==> config.mk <==
export PLATFORM = sky130hd
export DESIGN_NAME = ppfifo_sink_flat
export DESIGN_NICKNAME = d
export VERILOG_FILES = /design/src/rtl/ppfifo_sink_if.sv /design/src/rtl/ppfifo_sink.sv /design/src/flat_wrapper.sv
export SDC_FILE = /design/constraint.sdc
export NUM_CORES = 1
export LEC_CHECK = 0
export BUFFER_PORTS_ARGS = -buffer_cell sky130_fd_sc_hd__buf_2
export CAP_MARGIN = 10
export CORE_UTILIZATION = 45
export CTS_CLUSTER_DIAMETER = 60
export DETAILED_ROUTE_END_ITERATION = 10
export GPL_TIMING_DRIVEN = 0
export MAX_ROUTING_LAYER = met4
export PLACE_DENSITY = 0.7
export SYNTH_ARGS = -nofsm -noshare
export SYNTH_HDL_FRONTEND = slang
export SYNTH_SLANG_ARGS = --single-unit
==> constraint.sdc <==
create_clock -name clk -period 4.1 [get_ports clk]
set_clock_uncertainty 0.1 [all_clocks]
set_input_delay 0.82 -clock clk [delete_from_list [all_inputs] [get_ports clk]]
set_output_delay 0.82 -clock clk [all_outputs]
set_load 0.1 [all_outputs]
==> src/rtl/ppfifo_sink_if.sv <==
// ppfifo_sink_if: read-port handshake between a Ping Pong FIFO and its reader.
//   i_rd_rdy   FIFO -> reader  a filled buffer is available
//   o_rd_act   reader -> FIFO  buffer is owned by the reader
//   i_rd_size  FIFO -> reader  word count of the offered buffer
//   o_rd_stb   reader -> FIFO  consume current word (FIFO advances after the edge)
//   i_rd_data  FIFO -> reader  current FIFO word
// Modports: master = reader side (ppfifo_sink), slave = FIFO side.
interface ppfifo_sink_if #(
  parameter int DATA_WIDTH = 8
);
  logic                  i_rd_rdy;
  logic                  o_rd_act;
  logic [23:0]           i_rd_size;
  logic                  o_rd_stb;
  logic [DATA_WIDTH-1:0] i_rd_data;

  modport master (
    input  i_rd_rdy,
    input  i_rd_size,
    input  i_rd_data,
    output o_rd_act,
    output o_rd_stb
  );

  modport slave (
    output i_rd_rdy,
    output i_rd_size,
    output i_rd_data,
    input  o_rd_act,
    input  o_rd_stb
  );
endinterface

==> src/rtl/ppfifo_sink.sv <==
// ppfifo_sink: reader for the read side of the Ping Pong FIFO. Acquires a
// filled buffer, strobes out every word, checks word k against k (truncated
// to DATA_WIDTH), releases the buffer and keeps pass/fail statistics.
// Ports:
//   clk, rst_n        clock, asynchronous active-low reset
//   i_enable          permits acquiring a new buffer (never aborts one)
//   i_clear           one-cycle pulse, zeroes all statistics outputs
//   rd                FIFO read handshake (ppfifo_sink_if.master)
//   o_error           sticky mismatch flag
//   o_error_count     saturating mismatch count
//   o_packet_count    completed buffers, wrapping
//   o_err_index       word index of the first mismatch
//   o_err_expected    expected value at the first mismatch
//   o_err_actual      received value at the first mismatch
module ppfifo_sink #(
  parameter int DATA_WIDTH = 8
) (
  input  logic                  clk,
  input  logic                  rst_n,
  input  logic                  i_enable,
  input  logic                  i_clear,
  ppfifo_sink_if.master         rd,
  output logic                  o_error,
  output logic [15:0]           o_error_count,
  output logic [31:0]           o_packet_count,
  output logic [23:0]           o_err_index,
  output logic [DATA_WIDTH-1:0] o_err_expected,
  output logic [DATA_WIDTH-1:0] o_err_actual
);

  typedef enum logic [0:0] {
    IDLE   = 1'b0,
    ACTIVE = 1'b1
  } state_t;

  state_t      state_r;
  logic [23:0] r_size;
  logic [23:0] r_issued;
  logic [23:0] r_expected;

  logic acquire_s;
  logic done_s;
  logic mismatch_s;

  // Decode acquisition, buffer completion and word mismatch for this cycle.
  always_comb begin
    acquire_s  = 1'b0;
    done_s     = 1'b0;
    mismatch_s = 1'b0;
    case (state_r)
      IDLE: begin
        acquire_s = i_enable & rd.i_rd_rdy & ~rd.o_rd_act;
      end
      ACTIVE: begin
        done_s = (r_issued == r_size);
      end
      default: begin
        acquire_s = 1'b0;
        done_s    = 1'b0;
      end
    endcase
    // The word on i_rd_data is consumed at the edge that ends a strobe cycle.
    if (rd.o_rd_stb) begin
      mismatch_s = (rd.i_rd_data != r_expected[DATA_WIDTH-1:0]);
    end else begin
      mismatch_s = 1'b0;
    end
  end

  // Buffer ownership FSM with registered act/strobe outputs.
  always_ff @(posedge clk or negedge rst_n) begin
    if (!rst_n) begin
      state_r     <= IDLE;
      rd.o_rd_act <= 1'b0;
      rd.o_rd_stb <= 1'b0;
      r_size      <= 24'd0;
      r_issued    <= 24'd0;
    end else begin
      case (state_r)
        IDLE: begin
          rd.o_rd_stb <= 1'b0;
          if (acquire_s) begin
            rd.o_rd_act <= 1'b1;
            r_size      <= rd.i_rd_size;
            r_issued    <= 24'd0;
            state_r     <= ACTIVE;
          end
        end
        ACTIVE: begin
          if (done_s) begin
            // Release: the final compare happens at this same edge.
            rd.o_rd_stb <= 1'b0;
            rd.o_rd_act <= 1'b0;
            state_r     <= IDLE;
          end else begin
            rd.o_rd_stb <= 1'b1;
            r_issued    <= r_issued + 24'd1;
          end
        end
        default: begin
          rd.o_rd_stb <= 1'b0;
          rd.o_rd_act <= 1'b0;
          state_r     <= IDLE;
        end
      endcase
    end
  end

  // Expected-pattern counter: restarts on acquisition, steps on every consumed word.
  always_ff @(posedge clk or negedge rst_n) begin
    if (!rst_n) begin
      r_expected <= 24'd0;
    end else if (acquire_s) begin
      r_expected <= 24'd0;
    end else if (rd.o_rd_stb) begin
      r_expected <= r_expected + 24'd1;
    end else begin
      r_expected <= r_expected;
    end
  end

  // Statistics; a clear pulse overrides any mismatch or completion in the same cycle.
  always_ff @(posedge clk or negedge rst_n) begin
    if (!rst_n) begin
      o_error        <= 1'b0;
      o_error_count  <= 16'd0;
      o_packet_count <= 32'd0;
      o_err_index    <= 24'd0;
      o_err_expected <= '0;
      o_err_actual   <= '0;
    end else if (i_clear) begin
      o_error        <= 1'b0;
      o_error_count  <= 16'd0;
      o_packet_count <= 32'd0;
      o_err_index    <= 24'd0;
      o_err_expected <= '0;
      o_err_actual   <= '0;
    end else begin
      if (mismatch_s) begin
        o_error <= 1'b1;
        if (o_error_count != 16'hFFFF) begin
          o_error_count <= o_error_count + 16'd1;
        end
        // Only the first mismatch since reset/clear is captured.
        if (!o_error) begin
          o_err_index    <= r_expected;
          o_err_expected <= r_expected[DATA_WIDTH-1:0];
          o_err_actual   <= rd.i_rd_data;
        end
      end
      if (done_s) begin
        o_packet_count <= o_packet_count + 32'd1;
      end
    end
  end

endmodule

==> src/flat_wrapper.sv <==
// flat-port wrapper written by rule: the top's interface ports become plain ports
module ppfifo_sink_flat 
#(
  parameter int DATA_WIDTH = 8
)
  (clk, rst_n, i_enable, i_clear, o_error, o_error_count, o_packet_count, o_err_index, o_err_expected, o_err_actual, rd_i_rd_rdy, rd_i_rd_size, rd_i_rd_data, rd_o_rd_act, rd_o_rd_stb);
  ppfifo_sink_if #(.DATA_WIDTH(DATA_WIDTH)) rd_i ();
  input  logic clk;
  input  logic rst_n;
  input  logic i_enable;
  input  logic i_clear;
  output logic o_error;
  output logic [15:0] o_error_count;
  output logic [31:0] o_packet_count;
  output logic [23:0] o_err_index;
  output logic [DATA_WIDTH-1:0] o_err_expected;
  output logic [DATA_WIDTH-1:0] o_err_actual;
  input wire logic [$bits(rd_i.i_rd_rdy)-1:0] rd_i_rd_rdy;
  input wire logic [$bits(rd_i.i_rd_size)-1:0] rd_i_rd_size;
  input wire logic [$bits(rd_i.i_rd_data)-1:0] rd_i_rd_data;
  output wire logic [$bits(rd_i.o_rd_act)-1:0] rd_o_rd_act;
  output wire logic [$bits(rd_i.o_rd_stb)-1:0] rd_o_rd_stb;
  assign rd_i.i_rd_rdy = rd_i_rd_rdy;
  assign rd_i.i_rd_size = rd_i_rd_size;
  assign rd_i.i_rd_data = rd_i_rd_data;
  assign rd_o_rd_act = rd_i.o_rd_act;
  assign rd_o_rd_stb = rd_i.o_rd_stb;
  ppfifo_sink #(.DATA_WIDTH(DATA_WIDTH)) u_core (.clk(clk), .rst_n(rst_n), .i_enable(i_enable), .i_clear(i_clear), .rd(rd_i), .o_error(o_error), .o_error_count(o_error_count), .o_packet_count(o_packet_count), .o_err_index(o_err_index), .o_err_expected(o_err_expected), .o_err_actual(o_err_actual));
endmodule
==> impl_metrics.toml <==
[outcome]
status = "complete, no violations"

[yosys]
synth_edf_count = 0
synth_seq_cells = 156
seq_area_frac_synth_pct = 49.6
synth_cell_types = 47
ys_warn_count = 0
syn_avg_cell_area_um2 = 9.77
synth_cells = 805
netlist_area_um2 = 7860
synthesis.nets = 846
synthArstFlopShare_pct = 100
ys.flop_type = "dfrtp_1"

[setup_path]
r2r-end = "u_core.o_packet_count[0]$_DFFE_PN0P_"
crit_type = "register to register"
critPathLaunchType = "register"
cp_max_fo = 10
setup.worst_path.end = "u_core.o_packet_count[0]$_DFFE_PN0P_"
max_stage_delay_ns = 0.46
r2r_cells = 7
path_cells = "xor2_1, nor4_1, nand4_1, buf_2, buf_6, nor3_1, mux2_2"
r2r-start = "u_core.r_issued[0]$_DFFE_PN0P_"
cp.arrival_ns = 3.08
cp_data_required_time_ns = 4.31
slowest_stage = "nor3_1"
critPathBufInv = 2
critical-path-top-delay-family = "simple AND/OR/NAND/NOR gates"
cp-end-kind = "register"
rrSetupSlack_ns = 1.23
crit_cells = 7
cp-startpoint = "u_core.r_issued[0]$_DFFE_PN0P_"

[cells_and_area]
multi_input_area_um2 = 3610
area_growth_pct = 19.8
stdcell_area_um2 = 9420
num_antenna_cells = 0
post-route-util_pct = 56.0
fin_nets = 993
register_area_um2 = 3900
fillers = 1562
layout_commonest_cell = "dfrtp_1"
layout_common_cells = "dfrtp_1, buf_2, nand2_1, a21oi_1, nor2_1"
drive_gt1_share_pct = 19.8

[detailed_routing]
drc = 0
wirelength_um = 19800
vias_per_cell = 5.72
drt_pass1_iterations = 5
antenna_left = 0
num_vias = 6772
wl_per_cell_um = 16.7
drtIter0Drc = 413

[global_route]
antenna_found_initial = 0
overflow = 0
grt_max_degree = 103
grt_pass1_vias = 6576
grtUsageTotal_pct = 23.7
grt_pass1_wl_um = 32900

[cts]
cts_resized = 0
clock_sinks = 156
insertion_delay_ns = 0.43
cts-buffers-inserted = 17
clock_path_buffers = 2
cts_root_buf = "clkbuf_16"
ctsHoldBuffers = 0
h-tree-depth = 4
cts.clk_slew.worst_paths_ns = 0.07
cts_tree = "built"
postCtsSetupBuffers = 0

[sta]
setup_ws_ns = 1.23
report.final.slew_viol_count = 0
setup_viol = 0
worstMarginPinSlew_ns = 1.10
whs_ns = 0.181
finalCritPeriodShare_pct = 70.0
max_slew_margin_pct = 25.8
period_needed_ns = 2.87
setup_tns_ns = 0
timing_hold_violations_final = 0
rsz0062_at_grt = "no"
fmax_ghz = 0.349

[floorplan]
ios = 128
core_um2 = 16800
die_area_um2 = 18000
dieHeight_um = 134
rows = 47
initial_core_util_pct = 46.8
die_w_um = 134

[placed_design]
port_buffers = 127
preCtsSetupSlack_ns = 1.12
dpl.hpwl_um = 13600
place_area_um2 = 8810
gp_congestion = 0.845

[pwr]
power.density_nw_per_um2 = 364
pwr-share-seq_pct = 45.5
internal_power_uw = 2600
p_sw_uw = 828
sw_frac_of_total_pct = 24.1
p_leak_uw = 0.00447
ir_drop_v = 0.000323
pwr-share-clk_pct = 48.1
pwr-share-comb_pct = 6.4

[job]
drv_cap = 0

[worst_hold_path]
hold_path.class = "input port to async pin"
==> power by group through the flow <==
stage	Clock, uW	Sequential (uW)	Combinational (uW)
6_report	1650	1560	220
5_1_grt	1740	1560	236
4_1_cts	1660	1560	223
3_5_place_dp	0	1590	223
3_3_place_gp	0	1590	217
2_1_floorplan	0	1660	63.2
==> how the worst min path moves through the flow <==
| stage | from | endpoint | depth (start not counted) |
|---|---|---|---|
| 4_1_cts | rst_n | u_core.o_packet_count[17]$_DFFE_PN0P_ | 1 |
| 6_report | rst_n | u_core.o_packet_count[17]$_DFFE_PN0P_ | 1 |
| 5_1_grt | rst_n | u_core.o_packet_count[17]$_DFFE_PN0P_ | 1 |
| 3_5_place_dp | u_core.r_size[9]$_DFFE_PN0P_ | u_core.r_size[9]$_DFFE_PN0P_ | 2 |
| 3_3_place_gp | u_core.r_size[9]$_DFFE_PN0P_ | u_core.r_size[9]$_DFFE_PN0P_ | 2 |
| 2_1_floorplan | u_core.r_issued[23]$_DFFE_PN0P_ | u_core.r_issued[23]$_DFFE_PN0P_ | 1 |
==> metrics by stage <==
step,total power [uW],instances
3_3_place_gp,1810,1152
5_1_grt,3540,1184
3_5_place_dp,1810,1153
6_report,3430,1184
2_1_floorplan,1730,805
4_1_cts,3450,1184
==> kinds of logic after synthesis <==
kind of cell | synth area share [%]
compound gates | 13.1
fa+ha+maj | 0.636
flops | 49.6
buf+inv | 4.45
mux | 3.95
simple gates | 22.1
xor+xnor | 6.13
==> cell usage after synthesis (all sizes together), types with 16 or more instances <==
library cell | n | area [um^2]
nand2 | 124 | 465
clkbuf | 33 | 124
dfrtp | 156 | 3900
a21oi | 46 | 230
o31ai | 28 | 210
xor2 | 31 | 272
a22o | 32 | 280
buf | 26 | 166
nand3 | 28 | 150
nor2 | 40 | 153
mux2i | 22 | 220
xnor2 | 24 | 210
or4 | 27 | 203
o21ai | 23 | 119
nand4 | 25 | 156
and4 | 17 | 149
nor4 | 16 | 119
inv | 16 | 60.1
==> per-layer routing <==
metal  vias to the layer above  global-route usage [%]  wire length (um)
li1                       3211                       -                 -
met5                         -                       -                 0
met4                         0                    7.93               319
met2                       219                    35.5              9050
met3                        27                    4.54              1070
met1                      3315                    32.3              9330
==> registers in the layout, summed over array words and instances (netlist names) <==
register               flops
u_core.o_err_actual        8
u_core.o_err_index        24
u_core.o_error             1
u_core.o_error_count      16
u_core.o_packet_count     32
u_core.r_expected         24
u_core.r_issued           24
u_core.r_size             24
u_core.rd.o_rd_act         1
u_core.rd.o_rd_stb         1
u_core.state_r             1
==> cell type report <==
class	count	share of cell area, %
Tap cell	220	2.92
Clock inverter	9	1.45
Sequential cell	156	41.4
Clock buffer	22	5.03
Buffer	59	3.08
Timing Repair Buffer	128	7.14
Inverter	16	0.637
Multi-Input combinational cell	574	38.3
No activity file was read; power rests on OpenSTA's default activity.
